**config.mk**
```make
export PLATFORM = sky130hd
export DESIGN_NAME = multicycle_controller_flat
export DESIGN_NICKNAME = d
export VERILOG_FILES = /design/src/rtl/multicycle_controller_if.sv /design/src/rtl/multicycle_controller.sv /design/src/flat_wrapper.sv
export SDC_FILE = /design/constraint.sdc
export NUM_CORES = 1
export LEC_CHECK = 0
export ABC_AREA = 1
export CAP_MARGIN = 30
export CORE_ASPECT_RATIO = 2
export CORE_MARGIN = 2
export CORE_UTILIZATION = 42
export CTS_CLUSTER_SIZE = 30
export DETAILED_ROUTE_END_ITERATION = 8
export PLACE_DENSITY = 0.81
export SLEW_MARGIN = 10
export SYNTH_ARGS = -nofsm -noshare
export SYNTH_HDL_FRONTEND = slang
export SYNTH_SLANG_ARGS = --single-unit
```
**constraint.sdc**
```tcl
create_clock -name clk -period 1.9 [get_ports clk]
set_clock_uncertainty 0.05 [all_clocks]
set_input_delay 0.285 -clock clk [delete_from_list [all_inputs] [get_ports clk]]
set_output_delay 0.285 -clock clk [all_outputs]
set_load 0.005 [all_outputs]
```
**src/rtl/multicycle_controller_if.sv**
```systemverilog
// Memory handshake bundle between the multicycle controller (master) and the
// shared instruction/data memory (slave).
interface multicycle_controller_if;
    logic mem_req;
    logic memoryread;
    logic memorywrite;
    logic ifetch;
    logic mem_ready;

    modport master (
        output mem_req,
        output memoryread,
        output memorywrite,
        output ifetch,
        input  mem_ready
    );

    modport slave (
        input  mem_req,
        input  memoryread,
        input  memorywrite,
        input  ifetch,
        output mem_ready
    );
endinterface

```
**src/rtl/multicycle_controller.sv**
```systemverilog
// Multi-cycle control FSM for the 6-bit-opcode CPU: fetch/decode/exec/mem/wb
// sequencing, return-stack depth tracking, fault on stack misuse or memory timeout.
// Optional macro ILLEGAL_TRAP_EN: illegal opcodes trap to FAULT (default: NOP).
module multicycle_controller #(
    parameter int unsigned STACK_DEPTH = 8,
    parameter int unsigned MEM_TIMEOUT = 15
) (
    input  logic                           clk,
    input  logic                           rst,
    input  logic [5:0]                     code,
    input  logic                           ze,
    input  logic                           c,
    multicycle_controller_if.master        mem,
    output logic                           ir_load,
    output logic                           pc_inc,
    output logic                           writeReg,
    output logic                           selRR2,
    output logic                           selALU2,
    output logic                           selpc,
    output logic                           ldz,
    output logic                           ldc,
    output logic                           selz,
    output logic                           selc,
    output logic                           push,
    output logic                           pop,
    output logic [1:0]                     selWD,
    output logic [1:0]                     selRet,
    output logic [2:0]                     ALUfn,
    output logic                           stack_full,
    output logic                           stack_empty,
    output logic                           fault
);
    localparam int unsigned DW      = $clog2(STACK_DEPTH + 1);
    localparam int unsigned TW      = (MEM_TIMEOUT > 0) ? $clog2(MEM_TIMEOUT + 1) : 1;
    localparam int unsigned TO_LAST = (MEM_TIMEOUT > 0) ? MEM_TIMEOUT - 1 : 0;

    typedef enum logic [2:0] {
        S_IDLE, S_FETCH, S_DECODE, S_EXEC, S_MEM, S_WB, S_FAULT
    } state_t;

    typedef enum logic [3:0] {
        K_ALUI, K_ALUR, K_SHIFT, K_LOAD, K_STORE, K_BRANCH,
        K_JUMP, K_CALL, K_RET, K_ILLEGAL
    } kind_t;

    state_t        state_q, state_d;
    kind_t         kind;
    logic [5:0]    op_q;
    logic [DW-1:0] depth_q;
    logic [TW-1:0] timer_q, timer_d;
    logic          is_full, is_empty, expire;
    logic          mem_req_c, memoryread_c, memorywrite_c, ifetch_c;

    assign is_full  = (depth_q == DW'(STACK_DEPTH));
    assign is_empty = (depth_q == DW'(0));
    // The wait cycle that would bring the count up to MEM_TIMEOUT ends the access.
    assign expire   = (MEM_TIMEOUT != 0) && !mem.mem_ready && (timer_q == TW'(TO_LAST));

    // Opcode class of the latched instruction.
    always_comb begin
        kind = K_ILLEGAL;
        casez (op_q)
            6'b00????: kind = K_ALUI;
            6'b01????: kind = K_ALUR;
            6'b110???: kind = K_SHIFT;
            6'b10000?: kind = K_LOAD;
            6'b10001?: kind = K_STORE;
            6'b101???: kind = K_BRANCH;
            6'b11100?: kind = K_JUMP;
            6'b11101?: kind = K_CALL;
            6'b111100: kind = K_RET;
            default:   kind = K_ILLEGAL;
        endcase
    end

    // Next state and control strobes.
    always_comb begin
        state_d       = state_q;
        ir_load       = 1'b0;
        pc_inc        = 1'b0;
        writeReg      = 1'b0;
        selRR2        = 1'b0;
        selALU2       = 1'b0;
        selpc         = 1'b0;
        ldz           = 1'b0;
        ldc           = 1'b0;
        selz          = 1'b0;
        selc          = 1'b0;
        push          = 1'b0;
        pop           = 1'b0;
        selWD         = 2'b00;
        selRet        = 2'b00;
        ALUfn         = 3'b000;
        mem_req_c     = 1'b0;
        memoryread_c  = 1'b0;
        memorywrite_c = 1'b0;
        ifetch_c      = 1'b0;

        case (state_q)
            S_IDLE: state_d = S_FETCH;
            S_FETCH: begin
                mem_req_c    = 1'b1;
                memoryread_c = 1'b1;
                ifetch_c     = 1'b1;
                if (expire) begin
                    state_d = S_FAULT;
                end else if (mem.mem_ready) begin
                    ir_load = 1'b1;
                    pc_inc  = 1'b1;
                    state_d = S_DECODE;
                end
            end
            S_DECODE: state_d = S_EXEC;
            S_EXEC: begin
                state_d = S_FETCH;
                case (kind)
                    K_ALUI: begin
                        ALUfn    = op_q[3:1];
                        selALU2  = 1'b1;
                        ldz      = 1'b1;
                        ldc      = 1'b1;
                        writeReg = 1'b1;
                    end
                    K_ALUR: begin
                        ALUfn    = op_q[3:1];
                        ldz      = 1'b1;
                        ldc      = 1'b1;
                        writeReg = 1'b1;
                    end
                    K_SHIFT: begin
                        selz     = 1'b1;
                        selc     = 1'b1;
                        ldz      = 1'b1;
                        ldc      = 1'b1;
                        selWD    = 2'b10;
                        writeReg = 1'b1;
                    end
                    K_LOAD, K_STORE: state_d = S_MEM;
                    K_BRANCH: begin
                        case (op_q[2:1])
                            2'b00:   selpc = ze;
                            2'b01:   selpc = !ze;
                            2'b10:   selpc = c;
                            default: selpc = !c;
                        endcase
                    end
                    K_JUMP: begin
                        selRet = 2'b10;
                        selpc  = 1'b1;
                    end
                    K_CALL: begin
                        if (is_full) begin
                            state_d = S_FAULT;
                        end else begin
                            selRet = 2'b10;
                            selpc  = 1'b1;
                            push   = 1'b1;
                        end
                    end
                    K_RET: begin
                        if (is_empty) begin
                            state_d = S_FAULT;
                        end else begin
                            selRet = 2'b01;
                            selpc  = 1'b1;
                            pop    = 1'b1;
                        end
                    end
                    default: begin
`ifdef ILLEGAL_TRAP_EN
                        state_d = S_FAULT;
`else
                        state_d = S_FETCH;
`endif
                    end
                endcase
            end
            S_MEM: begin
                selRR2        = 1'b1;
                mem_req_c     = 1'b1;
                memoryread_c  = (kind == K_LOAD);
                memorywrite_c = (kind == K_STORE);
                if (expire) begin
                    state_d = S_FAULT;
                end else if (mem.mem_ready) begin
                    state_d = (kind == K_LOAD) ? S_WB : S_FETCH;
                end
            end
            S_WB: begin
                selRR2   = 1'b1;
                selWD    = 2'b01;
                writeReg = 1'b1;
                state_d  = S_FETCH;
            end
            S_FAULT: state_d = S_FAULT;
            default: state_d = S_IDLE;
        endcase
    end

    // Wait-cycle counter: runs only while a memory access is stalled.
    always_comb begin
        timer_d = '0;
        if ((MEM_TIMEOUT != 0) && (state_d == state_q) && !mem.mem_ready &&
            ((state_q == S_FETCH) || (state_q == S_MEM))) begin
            timer_d = timer_q + TW'(1);
        end
    end

    always_ff @(posedge clk or negedge rst) begin
        if (!rst) begin
            state_q <= S_IDLE;
            op_q    <= '0;
            depth_q <= '0;
            timer_q <= '0;
        end else begin
            state_q <= state_d;
            timer_q <= timer_d;
            if (state_q == S_DECODE) begin
                op_q <= code;
            end
            if (push) begin
                depth_q <= depth_q + DW'(1);
            end else if (pop) begin
                depth_q <= depth_q - DW'(1);
            end
        end
    end

    assign mem.mem_req     = mem_req_c;
    assign mem.memoryread  = memoryread_c;
    assign mem.memorywrite = memorywrite_c;
    assign mem.ifetch      = ifetch_c;
    assign stack_full      = is_full;
    assign stack_empty     = is_empty;
    assign fault           = (state_q == S_FAULT);
endmodule

```
**src/flat_wrapper.sv**
```systemverilog
// flat-port wrapper written by rule: the top's interface ports become plain ports
module multicycle_controller_flat 
#(
    parameter int unsigned STACK_DEPTH = 8,
    parameter int unsigned MEM_TIMEOUT = 15
)
  (clk, rst, code, ze, c, ir_load, pc_inc, writeReg, selRR2, selALU2, selpc, ldz, ldc, selz, selc, push, pop, selWD, selRet, ALUfn, stack_full, stack_empty, fault, mem_mem_req, mem_memoryread, mem_memorywrite, mem_ifetch, mem_mem_ready);
  multicycle_controller_if mem_i ();
  input  logic clk;
  input  logic rst;
  input  logic [5:0] code;
  input  logic ze;
  input  logic c;
  output logic ir_load;
  output logic pc_inc;
  output logic writeReg;
  output logic selRR2;
  output logic selALU2;
  output logic selpc;
  output logic ldz;
  output logic ldc;
  output logic selz;
  output logic selc;
  output logic push;
  output logic pop;
  output logic [1:0] selWD;
  output logic [1:0] selRet;
  output logic [2:0] ALUfn;
  output logic stack_full;
  output logic stack_empty;
  output logic fault;
  output wire logic [$bits(mem_i.mem_req)-1:0] mem_mem_req;
  output wire logic [$bits(mem_i.memoryread)-1:0] mem_memoryread;
  output wire logic [$bits(mem_i.memorywrite)-1:0] mem_memorywrite;
  output wire logic [$bits(mem_i.ifetch)-1:0] mem_ifetch;
  input wire logic [$bits(mem_i.mem_ready)-1:0] mem_mem_ready;
  assign mem_mem_req = mem_i.mem_req;
  assign mem_memoryread = mem_i.memoryread;
  assign mem_memorywrite = mem_i.memorywrite;
  assign mem_ifetch = mem_i.ifetch;
  assign mem_i.mem_ready = mem_mem_ready;
  multicycle_controller #(.STACK_DEPTH(STACK_DEPTH), .MEM_TIMEOUT(MEM_TIMEOUT)) u_core (.clk(clk), .rst(rst), .code(code), .ze(ze), .c(c), .mem(mem_i), .ir_load(ir_load), .pc_inc(pc_inc), .writeReg(writeReg), .selRR2(selRR2), .selALU2(selALU2), .selpc(selpc), .ldz(ldz), .ldc(ldc), .selz(selz), .selc(selc), .push(push), .pop(pop), .selWD(selWD), .selRet(selRet), .ALUfn(ALUfn), .stack_full(stack_full), .stack_empty(stack_empty), .fault(fault));
endmodule
```
## Word level (Yosys, flattened, before mapping)

Cells that the tools add are included.

- Input bits: 11
- Output and inout port bits: 26
- Memory bits (read-only): 0
- RAM bits: 0
- Register bits after elaboration: 17
- Bits in latches: 0
- Memories kept: 0
- Word-level logic and storage cells: 98

- Add/subtract/negate cells: 3
- Reductions and logical operators: 19
- Shift operators: 0
- Bitwise operators: 0
- Multipliers: 0
- Div/mod/pow operators: 0
- Equality and inequality tests: 27
- Muxes and demuxes: 45
- $lt $le $gt $ge: 0

Operators by type and width:

| kind | count |
|---|---|
| $pmux W4 S9 | 1 |
| $mux W3 | 9 |
| $mux W1 | 21 |
| $eq A5 B5 Y1 const B | 4 |
| $pmux W3 S6 | 1 |
| $eq A4 B3 Y1 const B | 4 |
| $eq A3 B3 Y1 const B | 5 |
| $eq A4 B4 Y1 const B | 3 |
| $mux W4 | 3 |
| $reduce_or A2 Y1 | 5 |
| $pmux W3 S3 | 1 |
| $add A4 B1 Y4 const B | 2 |
| $eq A4 B2 Y1 const B | 2 |
| $logic_not A4 Y1 | 2 |
| $eq A3 B2 Y1 const B | 2 |
| $eq A6 B6 Y1 const B | 1 |
| $mux W2 | 3 |
| $pmux W2 S3 | 1 |
| $eq A2 B1 Y1 const B | 2 |
| $eq A4 B1 Y1 const B | 1 |
| $logic_not A2 Y1 | 2 |
| $pmux W1 S2 | 2 |
| $pmux W1 S4 | 1 |
| $pmux W2 S2 | 1 |
| 11 further kinds | 15 |

## Logic depth before layout (Yosys ltp)

Gate-level depths: netlist (run 1).

- Depth in word-level cells: 11
- Mapped depth: 12
- Depth with buffers taken out: 12

## Worst setup path before layout (run 1)

Ideal clock, no wire load.

- Path kind: register to register
- Start point: register u_core.op_q[2]
- End point: register u_core.depth_q[3]
- Setup time: 0.113 ns
- Cell stages (with the launch flop): 12
- Slack: -0.056 ns
- Clock period less this slack: 1.956 ns
- Data arrival time: 1.794 ns
- Path buffers: 0
- Data required time: 1.737 ns
- Cell sequence: dfrtp_1 > inv_1 > nand2_1 > nor2_1 > nand3_2 > ha_1 > a21oi_1 > nand2_1 > xor2_1 > nand3_1 > nand2_1 > inv_1

- Cells in the longest elaborated chain, start to end: 6
- Elaborated cells between the ends (all ways): 14
- Those cells by class: eq/ne (7); mux (6); reduce/logical (1)

RTL lines:

| what | RTL line | text |
|---|---|---|
| start: declaration | multicycle_controller.sv:48 | `logic [5:0] op_q;` |
| start signal: assignment | multicycle_controller.sv:219 | `op_q <= code;` |
| $eq A6 B6 Y1 or $eq A5 B5 Y1 (tied branches) | multicycle_controller.sv:62 | `casez (op_q)` |
| $pmux W4 S9 * | multicycle_controller.sv:62 |  |
| $eq A4 B3 Y1 or $eq A4 B4 Y1 (tied branches) | multicycle_controller.sv:116 | `case (kind)` |
| $mux W1 | multicycle_controller.sv:116 |  |
| $mux W1 | multicycle_controller.sv:99 | `case (state_q)` |
| $mux W4 or $reduce_bool A2 Y1 (tied branches) | - |  |
| end signal: assignment | multicycle_controller.sv:222 | `depth_q <= depth_q + DW'(1);` |
| end signal: assignment | multicycle_controller.sv:224 | `depth_q <= depth_q - DW'(1);` |
| end: declaration | multicycle_controller.sv:49 | `logic [DW-1:0] depth_q;` |

Every way passes the cells marked *; elsewhere a longest branch is shown, timed or not.
A chain may end at the register's enable or synchronous reset.

## Final worst setup path (run 1)

- Start point: register u_core.op_q[5]
- End point: output port selpc

- Cells in the longest elaborated chain, start to end: 5
- Elaborated cells between the ends (all ways): 16
- Those cells by class: eq/ne (12); mux (3); reduce/logical (1)

RTL lines:

| what | RTL line | text |
|---|---|---|
| $eq A6 B6 Y1, or another cell as far along | multicycle_controller.sv:62 |  |
| $pmux W4 S9 * | multicycle_controller.sv:62 |  |
| $eq A4 B4 Y1 or $eq A4 B3 Y1 (tied branches) | multicycle_controller.sv:116 |  |
| $pmux W1 S4 * | multicycle_controller.sv:116 |  |
| $mux W1 * | multicycle_controller.sv:99 |  |
| end: declaration | flat_wrapper.sv:19 | `output logic selpc;` |

Marks and branches as above.

==> flow_metrics.env, run 1 <==
export IMPL_status="complete, but fails checks"
export IMPL_failed_checks="negative setup slack"
export IMPL_clk_pin_slew_ns=0.07
export IMPL_drive_above_1_share_pct=38.7
export IMPL_synth_flop_cell="dfrtp_1"
export IMPL_dpl_instance_area_sq_um=1730
export IMPL_vdd_drop_max_mv=1.04
export IMPL_rsz0062_at_grt="true"
export IMPL_syn_instance_count=166
export IMPL_hold_slack_ns=0.325
export IMPL_layout_min_cycle_time_ns=1.92
export IMPL_core_sq_um=2740
export IMPL_cts_buffer_depth=2
export IMPL_drt_total_wl_microns=3890
export IMPL_grt_pass1_wl_microns=5950
export IMPL_rows=27
export IMPL_syn_num_nets=182
export IMPL_final_hold_viol_count=0
export IMPL_power_per_cell_area_nw_per_um2=1400
export IMPL_drc=0
export IMPL_die_area_sq_um=3290
export IMPL_ys_async_sr_fraction_pct=100
export IMPL_crit_slowest_cell="dfrtp_1"
export IMPL_fp_dieH_microns=79.2
export IMPL_grt_max_degree=18
export IMPL_track_usage_pct=23.3
export IMPL_regToRegStartpoint="u_core.state_q[0]$_DFF_PN0_"
export IMPL_synth_seq_cells=17
export IMPL_critPathKind="register to output pin"
export IMPL_drt_iter0_drc=31
export IMPL_synth_area_leader_cell="dfrtp_1"
export IMPL_cts_tree="yes"
export IMPL_cpPeakStageDelay_ns=0.39
export IMPL_synthDistinctLibCells=23
export IMPL_drv_cap=0
export IMPL_p_leak_nw=1.08
export IMPL_worst_slew_pin_slew_ns=0.480
export IMPL_synth_edf_count=0
export IMPL_final_net_count=260
export IMPL_synth_avg_cell_area_sq_um=7.15
export IMPL_fin_crit_sh_pct=101
export IMPL_overflow=0
export IMPL_seq_area_sq_um=425
export IMPL_cts_hold_buf=0
export IMPL_cp_start_kind="register"
export IMPL_synth_top_area_share_pct=35.8
export IMPL_dp_hpwl_microns=2460
export IMPL_finalPower_mw=2.92
export IMPL_seq_area_frac_synth_pct=35.8
export IMPL_rr_worst_depth=11
export IMPL_synth_most_common_cell="nand2_1"
export IMPL_cts_made_buffers=3
export IMPL_clkLatencyLatePin_ns=0.26
export IMPL_routedWlPerCell_microns=14.3
export IMPL_yosys_warnings=0
export IMPL_crit_family="buffers and inverters"
export IMPL_crit_required_ns=1.56
export IMPL_synth_commonest_cells="nand2_1, nor2_1, inv_1"
export IMPL_syn_area_sq_um=1190
export IMPL_antenna_found_initial=0
export IMPL_fin_ws_ns=-0.0167
export IMPL_cp_end_kind="output pin"
export IMPL_crit_chain="buf_4 -> nand3_4 -> nor2_4 -> buf_4 -> nand2_2 -> nand2_1 -> a21oi_1 -> a21oi_1 -> buf_2"
export IMPL_crit_path_max_fanout=3
export IMPL_critical_path_buf_inv_count=3
export IMPL_cp_num_cells=9
export IMPL_place_congestion=0.853
export IMPL_vias_per_cell=5.18
export IMPL_clock_sinks=17
export IMPL_first_pass_iters=4
export IMPL_fmax_ghz=0.522
export IMPL_root_buffer="clkbuf_8"
export IMPL_setup_viol=1
export IMPL_arrival_ns=1.58
export IMPL_dieWidth_microns=41.6
export IMPL_fin_area_sq_um=2080
export IMPL_hp_class="primary input to asynchronous set/reset pin"
export IMPL_timing_rr_end="u_core.depth_q[3]$_DFFE_PN0P_"
export IMPL_fillers=185
export IMPL_grt_pass1_vias=1397
export IMPL_reg2reg_slack_ns=0.01
export IMPL_synthTopCellsByArea="dfrtp_1, nand2_1, nor2_1, inv_1, nand3_1"
export IMPL_num_vias=1408
export IMPL_ioPinCount=37
export IMPL_h_tree_depth=1
export IMPL_max_slew_margin_rel_pct=67.9
export IMPL_diodes=0
export IMPL_ant_nets=0
export IMPL_start_util_pct=43.4
export IMPL_multiInputGateArea_sq_um=813
export IMPL_area_growth_pct=75.6
export IMPL_slew_violations=0
export IMPL_port_buffer_count=36
## final cells by class
type                       count  share of cell area (%)
multi-input combinational    119                    39.0
timing repair buffer          81                    32.4
sequential                    17                    20.4
inverter                      22                    4.32
clock buffer                   4                    2.16
tap                           29                    1.74
## cell usage in the layout, fill, tap and decap left out, types with 2 or more instances in the layout
cell / n
dlygate4sd2_1: 18
buf_6: 3
inv_2: 5
nand2_1: 30
o21ai_0: 2
inv_1: 14
nand3_2: 4
nor2_1: 19
clkdlybuf4s50_1: 13
nor2_4: 4
nor3_1: 4
dfrtp_1: 17
xor2_1: 5
clkbuf_2: 2
nand2_2: 5
nor3_4: 2
ha_1: 2
a21oi_1: 9
ha_4: 2
buf_4: 42
inv_4: 3
a21oi_2: 2
clkbuf_8: 3
nand4_1: 2
nand3_4: 5
nand3_1: 6
nor2_2: 6
## cells by family (layout without fill, tap and decap cells)
| group | Yosys count | in the layout | share of synthesized area [%] |
|---|---|---|---|
| adders and majority gates | 5 | 5 | 5.90 |
| xor gates and xnor gates | 6 | 6 | 4.43 |
| DFF | 17 | 17 | 35.8 |
| muxes | 1 | 1 | 0.948 |
| buffers and inverters | 30 | 107 | 11.6 |
| AOI/OAI and AO/OA | 17 | 17 | 7.48 |
| and+or+nand+nor | 90 | 90 | 33.8 |
## sequential cells by signal (all words and copies together), names as in the netlist
register,count
u_core.op_q,6
u_core.depth_q,4
u_core.timer_q,4
u_core.state_q,3
## power by group
| part | switching (mW) | internal, mW | total, mW |
|---|---|---|---|
| combinational | 1.04 | 0.968 | 2.01 |
| clock | 0.131 | 0.149 | 0.280 |
| sequential | 0.134 | 0.500 | 0.634 |
## through the flow
step                      setup WS (ns)  util (%)  cells  TNS [ns]
after floorplan                  0.0361         -    166         0
after global placement           -0.167      63.3    248    -0.275
after detailed placement         -0.209      63.3    248    -0.582
after CTS                       -0.0306      70.8    267   -0.0332
after global routing             -0.118      76.2    272    -0.382
final                           -0.0167      76.2    272   -0.0167
## timing repair
item | CTS | global route
gates resized for setup | 49 | 32
pin swaps | 15 | 15
buffers inserted | 15 | 6
endpoints found under the setup margin | 23 | 15
## worst max-delay path by stage
stage | startpoint | end | slack (ns)
2_1_floorplan | u_core.op_q[2]$_DFFE_PN0P_ | u_core.depth_q[3]$_DFFE_PN0P_ | 0.04
3_3_place_gp | c | selpc | -0.17
3_5_place_dp | c | selpc | -0.21
4_1_cts | u_core.op_q[1]$_DFFE_PN0P_ | selpc | -0.03
5_1_grt | u_core.state_q[0]$_DFF_PN0_ | u_core.depth_q[3]$_DFFE_PN0P_ | -0.12
6_report | u_core.op_q[5]$_DFFE_PN0P_ | selpc | -0.02
## per-layer routing
layer	track usage [%]	up-vias	wire length [microns]	part of all wire, %
met5	0	-	0	0
li1	-	681	-	-
met4	18.1	0	161	4.1
met1	23.7	660	1360	35
met2	42.2	50	2250	58
met3	1.82	17	113	2.9
Power figures use the tool's default switching activity.
==> run 2, diff against run 1 <==
Settings changed: GPL_ROUTABILITY_DRIVEN set to 0.
==> results of run 2 <==
The final DEF is identical to that of run 1; final timing and power are the same.
